### config.mk
export PLATFORM = sky130hd
export DESIGN_NAME = exec_unit
export DESIGN_NICKNAME = d
export VERILOG_FILES = /design/src/rtl/exec_unit.sv
export SDC_FILE = /design/constraint.sdc
export NUM_CORES = 1
export LEC_CHECK = 0
export CAP_MARGIN = 20
export CORE_ASPECT_RATIO = 1.2
export CORE_MARGIN = 5
export CORE_UTILIZATION = 39
export DETAILED_ROUTE_END_ITERATION = 12
export SLEW_MARGIN = 40
export SYNTH_ARGS = -nofsm -noshare
export SYNTH_HDL_FRONTEND = slang
export SYNTH_SLANG_ARGS = --single-unit
### constraint.sdc
create_clock -name clk -period 3.2 [get_ports clk]
set_input_delay 0.64 -clock clk [delete_from_list [all_inputs] [get_ports clk]]
set_output_delay 0.64 -clock clk [all_outputs]
set_load 0.05 [all_outputs]
### src/rtl/exec_unit.sv
// Execute stage of the 8-bit CPU: single-cycle ALU ops plus an N-cycle shift-add MUL,
// driving the register file write port (D, DA, w) and registered status flags.
module exec_unit #(
    parameter int N = 8
) (
    input  logic         clk,
    input  logic         rst,
    input  logic         start,
    input  logic [3:0]   op,
    input  logic [2:0]   dest,
    input  logic [N-1:0] A,
    input  logic [N-1:0] B,
    output logic         ready,
    output logic         done,
    output logic         w,
    output logic [2:0]   DA,
    output logic [N-1:0] D,
    output logic         Z,
    output logic         N_f,
    output logic         C,
    output logic         V
);

    localparam logic [1:0] S_IDLE = 2'd0;
    localparam logic [1:0] S_MUL  = 2'd1;
    localparam logic [1:0] S_DONE = 2'd2;

    localparam logic [3:0] OP_ADD = 4'd0;
    localparam logic [3:0] OP_SUB = 4'd1;
    localparam logic [3:0] OP_AND = 4'd2;
    localparam logic [3:0] OP_OR  = 4'd3;
    localparam logic [3:0] OP_XOR = 4'd4;
    localparam logic [3:0] OP_NOT = 4'd5;
    localparam logic [3:0] OP_SHL = 4'd6;
    localparam logic [3:0] OP_SHR = 4'd7;
    localparam logic [3:0] OP_MOV = 4'd8;
    localparam logic [3:0] OP_MUL = 4'd9;
    localparam logic [3:0] OP_INC = 4'd10;
    localparam logic [3:0] OP_DEC = 4'd11;

    localparam int CW = (N > 1) ? $clog2(N) : 1;

    logic [1:0]     state;
    logic           legal_q;
    logic [2:0]     dest_q;
    logic [CW-1:0]  cnt;
    logic [2*N-1:0] acc;
    logic [2*N-1:0] mcand;
    logic [N-1:0]   mplier;
    logic [2*N-1:0] acc_nxt;

    logic [N:0]     ext;
    logic [N-1:0]   alu_res;
    logic           alu_c;
    logic           alu_v;
    logic           alu_legal;

    // Single-cycle ops are evaluated straight off the operand buses so the
    // result lands on the accept edge.
    always_comb begin
        ext       = '0;
        alu_res   = '0;
        alu_c     = 1'b0;
        alu_v     = 1'b0;
        alu_legal = 1'b1;
        case (op)
            OP_ADD: begin
                ext     = {1'b0, A} + {1'b0, B};
                alu_res = ext[N-1:0];
                alu_c   = ext[N];
                alu_v   = (A[N-1] == B[N-1]) && (alu_res[N-1] != A[N-1]);
            end
            OP_SUB: begin
                ext     = {1'b0, A} - {1'b0, B};
                alu_res = ext[N-1:0];
                alu_c   = ext[N];
                alu_v   = (A[N-1] != B[N-1]) && (alu_res[N-1] != A[N-1]);
            end
            OP_AND: alu_res = A & B;
            OP_OR:  alu_res = A | B;
            OP_XOR: alu_res = A ^ B;
            OP_NOT: alu_res = ~A;
            OP_SHL: begin
                alu_res = {A[N-2:0], 1'b0};
                alu_c   = A[N-1];
            end
            OP_SHR: begin
                alu_res = {1'b0, A[N-1:1]};
                alu_c   = A[0];
            end
            OP_MOV: alu_res = A;
            OP_MUL: alu_res = '0;
            OP_INC: begin
                ext     = {1'b0, A} + (N+1)'(1);
                alu_res = ext[N-1:0];
                alu_c   = ext[N];
                alu_v   = ~A[N-1] & alu_res[N-1];
            end
            OP_DEC: begin
                ext     = {1'b0, A} - (N+1)'(1);
                alu_res = ext[N-1:0];
                alu_c   = ext[N];
                alu_v   = A[N-1] & ~alu_res[N-1];
            end
            default: alu_legal = 1'b0;
        endcase
    end

    assign acc_nxt = acc + (mplier[0] ? mcand : '0);

    always_ff @(posedge clk or negedge rst) begin
        if (!rst) begin
            state   <= S_IDLE;
            legal_q <= 1'b0;
            dest_q  <= '0;
            cnt     <= '0;
            acc     <= '0;
            mcand   <= '0;
            mplier  <= '0;
            D       <= '0;
            DA      <= '0;
            Z       <= 1'b0;
            N_f     <= 1'b0;
            C       <= 1'b0;
            V       <= 1'b0;
        end else begin
            case (state)
                S_IDLE: if (start) begin
                    dest_q <= dest;
                    if (op == OP_MUL) begin
                        state   <= S_MUL;
                        legal_q <= 1'b1;
                        acc     <= '0;
                        mcand   <= {{N{1'b0}}, A};
                        mplier  <= B;
                        cnt     <= '0;
                    end else begin
                        state   <= S_DONE;
                        legal_q <= alu_legal;
                        if (alu_legal) begin
                            D   <= alu_res;
                            DA  <= dest;
                            Z   <= (alu_res == '0);
                            N_f <= alu_res[N-1];
                            C   <= alu_c;
                            V   <= alu_v;
                        end
                    end
                end
                S_MUL: begin
                    acc    <= acc_nxt;
                    mcand  <= mcand << 1;
                    mplier <= mplier >> 1;
                    cnt    <= cnt + 1'b1;
                    if (cnt == CW'(N-1)) begin
                        state <= S_DONE;
                        D     <= acc_nxt[N-1:0];
                        DA    <= dest_q;
                        Z     <= (acc_nxt[N-1:0] == '0);
                        N_f   <= acc_nxt[N-1];
                        C     <= |acc_nxt[2*N-1:N];
                        V     <= 1'b0;
                    end
                end
                S_DONE:  state <= S_IDLE;
                default: state <= S_IDLE;
            endcase
        end
    end

    assign ready = (state == S_IDLE);
    assign done  = (state == S_DONE);
    assign w     = done & legal_q;

endmodule

==> summary.md <==
| Metric | Value |
|---|---|
| Clk_lat worst skew | 330 ps |
| Post-synthesis xor/xnor area fraction | 3.55% |
| Std cell rows | 47 |
| Share of final-layout standard cells stronger than drive strength 1 | 18.4% |
| Vias | 5443 |
| Cell Chain, Critical Path | clkdlybuf4s50_1 > ha_2 > fa_1 > a21o_1 > a211o_1 > a21oi_2 > mux2i_1 > xnor2_1 > a221oi_2 > buf_4 > a211oi_1 > a21o_1 |
| Highest clock frequency the design can meet | 317 MHz |
| Switching fraction of total power | 42.0% |
| Leftover overflow at the end of global routing | 0 |
| Total power draw | 5.00 mW |
| # setup viols final | 0 |
| Drt initial violations | 509 |
| Initial cell density of the core | 39.6% |
| # Post-CTS Setup Buffers | 0 |
| Vias in the first global route | 5607 |
| Post-synth top flop | sky130_fd_sc_hd__dfrtp_1 |
| I/O pin cnt | 44 |
| Routed Antenna Nets | 0 |
| Die span in x | 118 um |
| Fin area | 7010 um2 |
| Buffering stage count on the worst path with inverters included | 2 |
| IR drop worst, VDD | 0.619 mV |
| Antenna violations before repair | 0 |
| Classification of the worst-slack hold path | input pin to asynchronous set/reset pin |
| Leakage power total | 3.18 nW |
| Util after Layout | 51.2% |
| Routed wire per std cell | 19.8 um |
| Max Transition Viols Final | 0 |
| Transition time of the tightest slew-check pin | 609 ps |
| Fraction of registers with async set or reset after synthesis | 100% |
| Layout Cells excl Fill | 917 |
| CTS buffer count | 9 |
| Post-synthesis cell count | 644 |
| Psw | 2.10 mW |
| Final cycle utilization of the critical path | 98.7% |
| Global-route wire length before repair | 28.9 mm |
| Number of placed instances, taps included | 901 |
| CTS tree | built |
| Hold-fix buffers, CTS | 0 |
| Worst R2R End | C$_DFFE_PN0P_ |
| Run status | finished clean |
| MaxCap Viol Count | 0 |
| Post-synth net total | 718 |
| Min setup slack post-route | 41.4 ps |
| Count of different cell masters after synthesis | 71 |
| Clock tree root buffer cell | sky130_fd_sc_hd__clkbuf_16 |
| Number of flops mapped to enable cells by yosys | 0 |
| Hold violation count in the final report | 0 |
| Clock network fraction of design power | 20.0% |
| Startpoint-to-endpoint class of the critical path | input pin to flop |
| Leading cell types in the layout, fill and taps excluded | sky130_fd_sc_hd__buf_4 (83), sky130_fd_sc_hd__nand2_1 (66), sky130_fd_sc_hd__dfrtp_1 (62) |
| Number of buffer cells added on primary ports | 43 |
| HPWL after detailed placement | 14.2 mm |
| Critical path's most frequent cell | sky130_fd_sc_hd__a21o_1 |
| Final nets | 815 |
| Maximum cell stage delay along the critical path | 450 ps |
| Worst Reg-to-Reg Cells | 11 |
| Combined global-route utilization of all metal layers | 21.9% |
| Sinks on the clock net | 63 |
| Worst reg2reg setup slack | 130 ps |
| Routed Wire Length | 18.2 mm |
| Placement Cell Area | 6600 um2 |
| Relative slew slack | 59.3% |
| Fraction of the mapped netlist area in compound gates | 27.0% |
| Simple-gate share of the synthesized area | 20.3% |
| # H-tree levels | 3 |
| Fraction of power consumed by combinational cells | 53.5% |
| Adder-cell area share of the yosys netlist | 11.5% |
| Total of warnings raised by yosys | 0 |
| Maximum number of pins on one net before global-route repair | 36 |
| Avg Cell Area, Syn | 8.42 um2 |
| Die height | 139 um |
| Final-layout setup total negative slack | 0 ps |
| Crit path required time | 3410 ps |
| Antenna Cells | 0 |
| Part of the power in registers | 26.6% |
| Per-cell via count in the routed design | 5.94 |
| Unrepaired setup endpoints after global routing | no |
| Commonest non-fill, non-tap cell in the layout | sky130_fd_sc_hd__buf_4 |
| Critical-path maximum fanout | 3 |
| Portion of the post-synthesis area used by sequential elements | 29.1% |
| Post-Route Skew | 5.74 ps |
| Syn Std Cell Area | 5420 um2 |
| Critical path launch point type | input pin |
| Worst Setup End Kind | flop |
| Worst Path Arrival | 3370 ps |
| Worst R2R Start | mplier[0]$_DFFE_PN0P_ |
| Final hold slack | 254 ps |
| Mux cell area share after synthesis | 3.32% |
| Final estimated routing congestion in global placement | 0.971 |
| Total Die Area | 16400 um2 |
| Detailed-router iteration count before antenna repair | 5 |
| Flip-flop and latch count after synthesis | 63 |
| Internal cell power | 2.90 mW |
| Crit-path slowest cell | sky130_fd_sc_hd__clkdlybuf4s50_1 |
| Number of buffers between clock root and the deepest sink | 2 |
| Min Tclk post-route | 3160 ps |
| Area of the core region | 13700 um2 |
| Area growth from synthesis to layout | 29.3% |
| Main combinational cell family by area after synthesis | compound AO/OA/AOI/OAI gates |
| Pre-CTS setup slack | -494 ps |
| Cell Pwr Density | 713 nW/um2 |
| Remaining DRCs | 0 |
| CTS clock-pin slew for the worst setup and hold paths | 50 ps |
| Kind of cell adding the most delay to the critical path | compound AO/OA/AOI/OAI gates |
==> logic make-up (layout without fill, tap and decap cells) <==
logic type,Yosys count,after routing
xor+xnor,22,22
mux,15,15
flops,63,63
buf+inv,73,175
compound gates,201,201
fa+ha+maj,48,48
simple gates,222,222
==> worst max path at each step <==
stage	slack [ps]	depth (start not counted)	start	endpoint
after floorplan	60	13	A[3]	D[7]$_DFFE_PN0P_
after global placement	-440	13	A[1]	D[5]$_DFFE_PN0P_
after detailed placement	-490	13	A[1]	D[5]$_DFFE_PN0P_
after CTS	-30	14	B[1]	D[5]$_DFFE_PN0P_
after global routing	3	13	A[0]	D[6]$_DFFE_PN0P_
final	40	12	A[0]	D[6]$_DFFE_PN0P_
==> Yosys cell counts (8+ instances only) <==
cell type	instances	area (um2)
sky130_fd_sc_hd__nand2_1	66	248
sky130_fd_sc_hd__dfrtp_1	63	1580
sky130_fd_sc_hd__nor2_1	56	210
sky130_fd_sc_hd__ha_1	45	563
sky130_fd_sc_hd__clkbuf_1	32	120
sky130_fd_sc_hd__a21oi_1	28	140
sky130_fd_sc_hd__a22o_1	25	219
sky130_fd_sc_hd__inv_1	25	93.8
sky130_fd_sc_hd__o21ai_0	25	125
sky130_fd_sc_hd__a31oi_1	21	131
sky130_fd_sc_hd__and2_1	18	113
sky130_fd_sc_hd__xnor2_1	15	131
sky130_fd_sc_hd__nor2b_1	14	87.6
sky130_fd_sc_hd__nand3_1	11	55.1
sky130_fd_sc_hd__a211oi_1	10	75.1
sky130_fd_sc_hd__a21o_1	9	67.6
sky130_fd_sc_hd__mux2i_1	9	90.1
sky130_fd_sc_hd__nor3_1	9	45.0
sky130_fd_sc_hd__nand2b_1	8	50.1
sky130_fd_sc_hd__o21ai_1	8	40.0
==> routing by layer <==
| metal | vias to the layer above | GRT usage, % | part of all wire [%] |
|---|---|---|---|
| met2 | 177 | 38.1 | 51 |
| met4 | 0 | 13.6 | 6.0 |
| met3 | 72 | 3.06 | 4.3 |
| met1 | 2622 | 25.2 | 39 |
| met5 | - | 0 | 0 |
| li1 | 2572 | - | - |
==> registers in the layout, indices dropped and copies added (netlist names) <==
register and count:
state 2, mplier 8, legal_q 1, cnt 3, mcand 16, V 1
Z 1, acc 16, DA 3, C 1, D 8, dest_q 3
==> power groups by stage <==
stage	Clock, mW	Sequential (mW)	Combinational [mW]
6_report	0.998	1.33	2.67
5_1_grt	1.05	1.37	2.88
4_1_cts	1.02	1.33	2.65
3_5_place_dp	0	1.34	2.58
3_3_place_gp	0	1.32	2.53
2_1_floorplan	0	1.49	1.55
==> timing repair <==
item / 4_1_cts / 5_1_grt
pin swaps: 2 / 2
gates resized for setup: 9 / 11
setup endpoints to repair: 6 / 6
==> layout make-up <==
| cell class | count | area [um2] |
|---|---|---|
| Sequential cell | 63 | 1580 |
| Clock buffer | 13 | 270 |
| Fill cell | 1319 | 6690 |
| Timing Repair Buffer | 131 | 1140 |
| Inverter | 28 | 105 |
| Clock inverter | 3 | 40.0 |
| Multi-Input combinational cell | 508 | 3660 |
| Tap cell | 171 | 214 |
==> worst register-to-register path: cells and delay by family (launching register included) <==
kind | cells | cell delay, ps
flip-flops | 1 | 440
AO/OA/AOI/OAI | 5 | 1130
adder cells (fa/ha/maj) | 2 | 590
AND/OR/NAND/NOR | 4 | 770
Note: power is estimated with default switching activity, not from simulation.
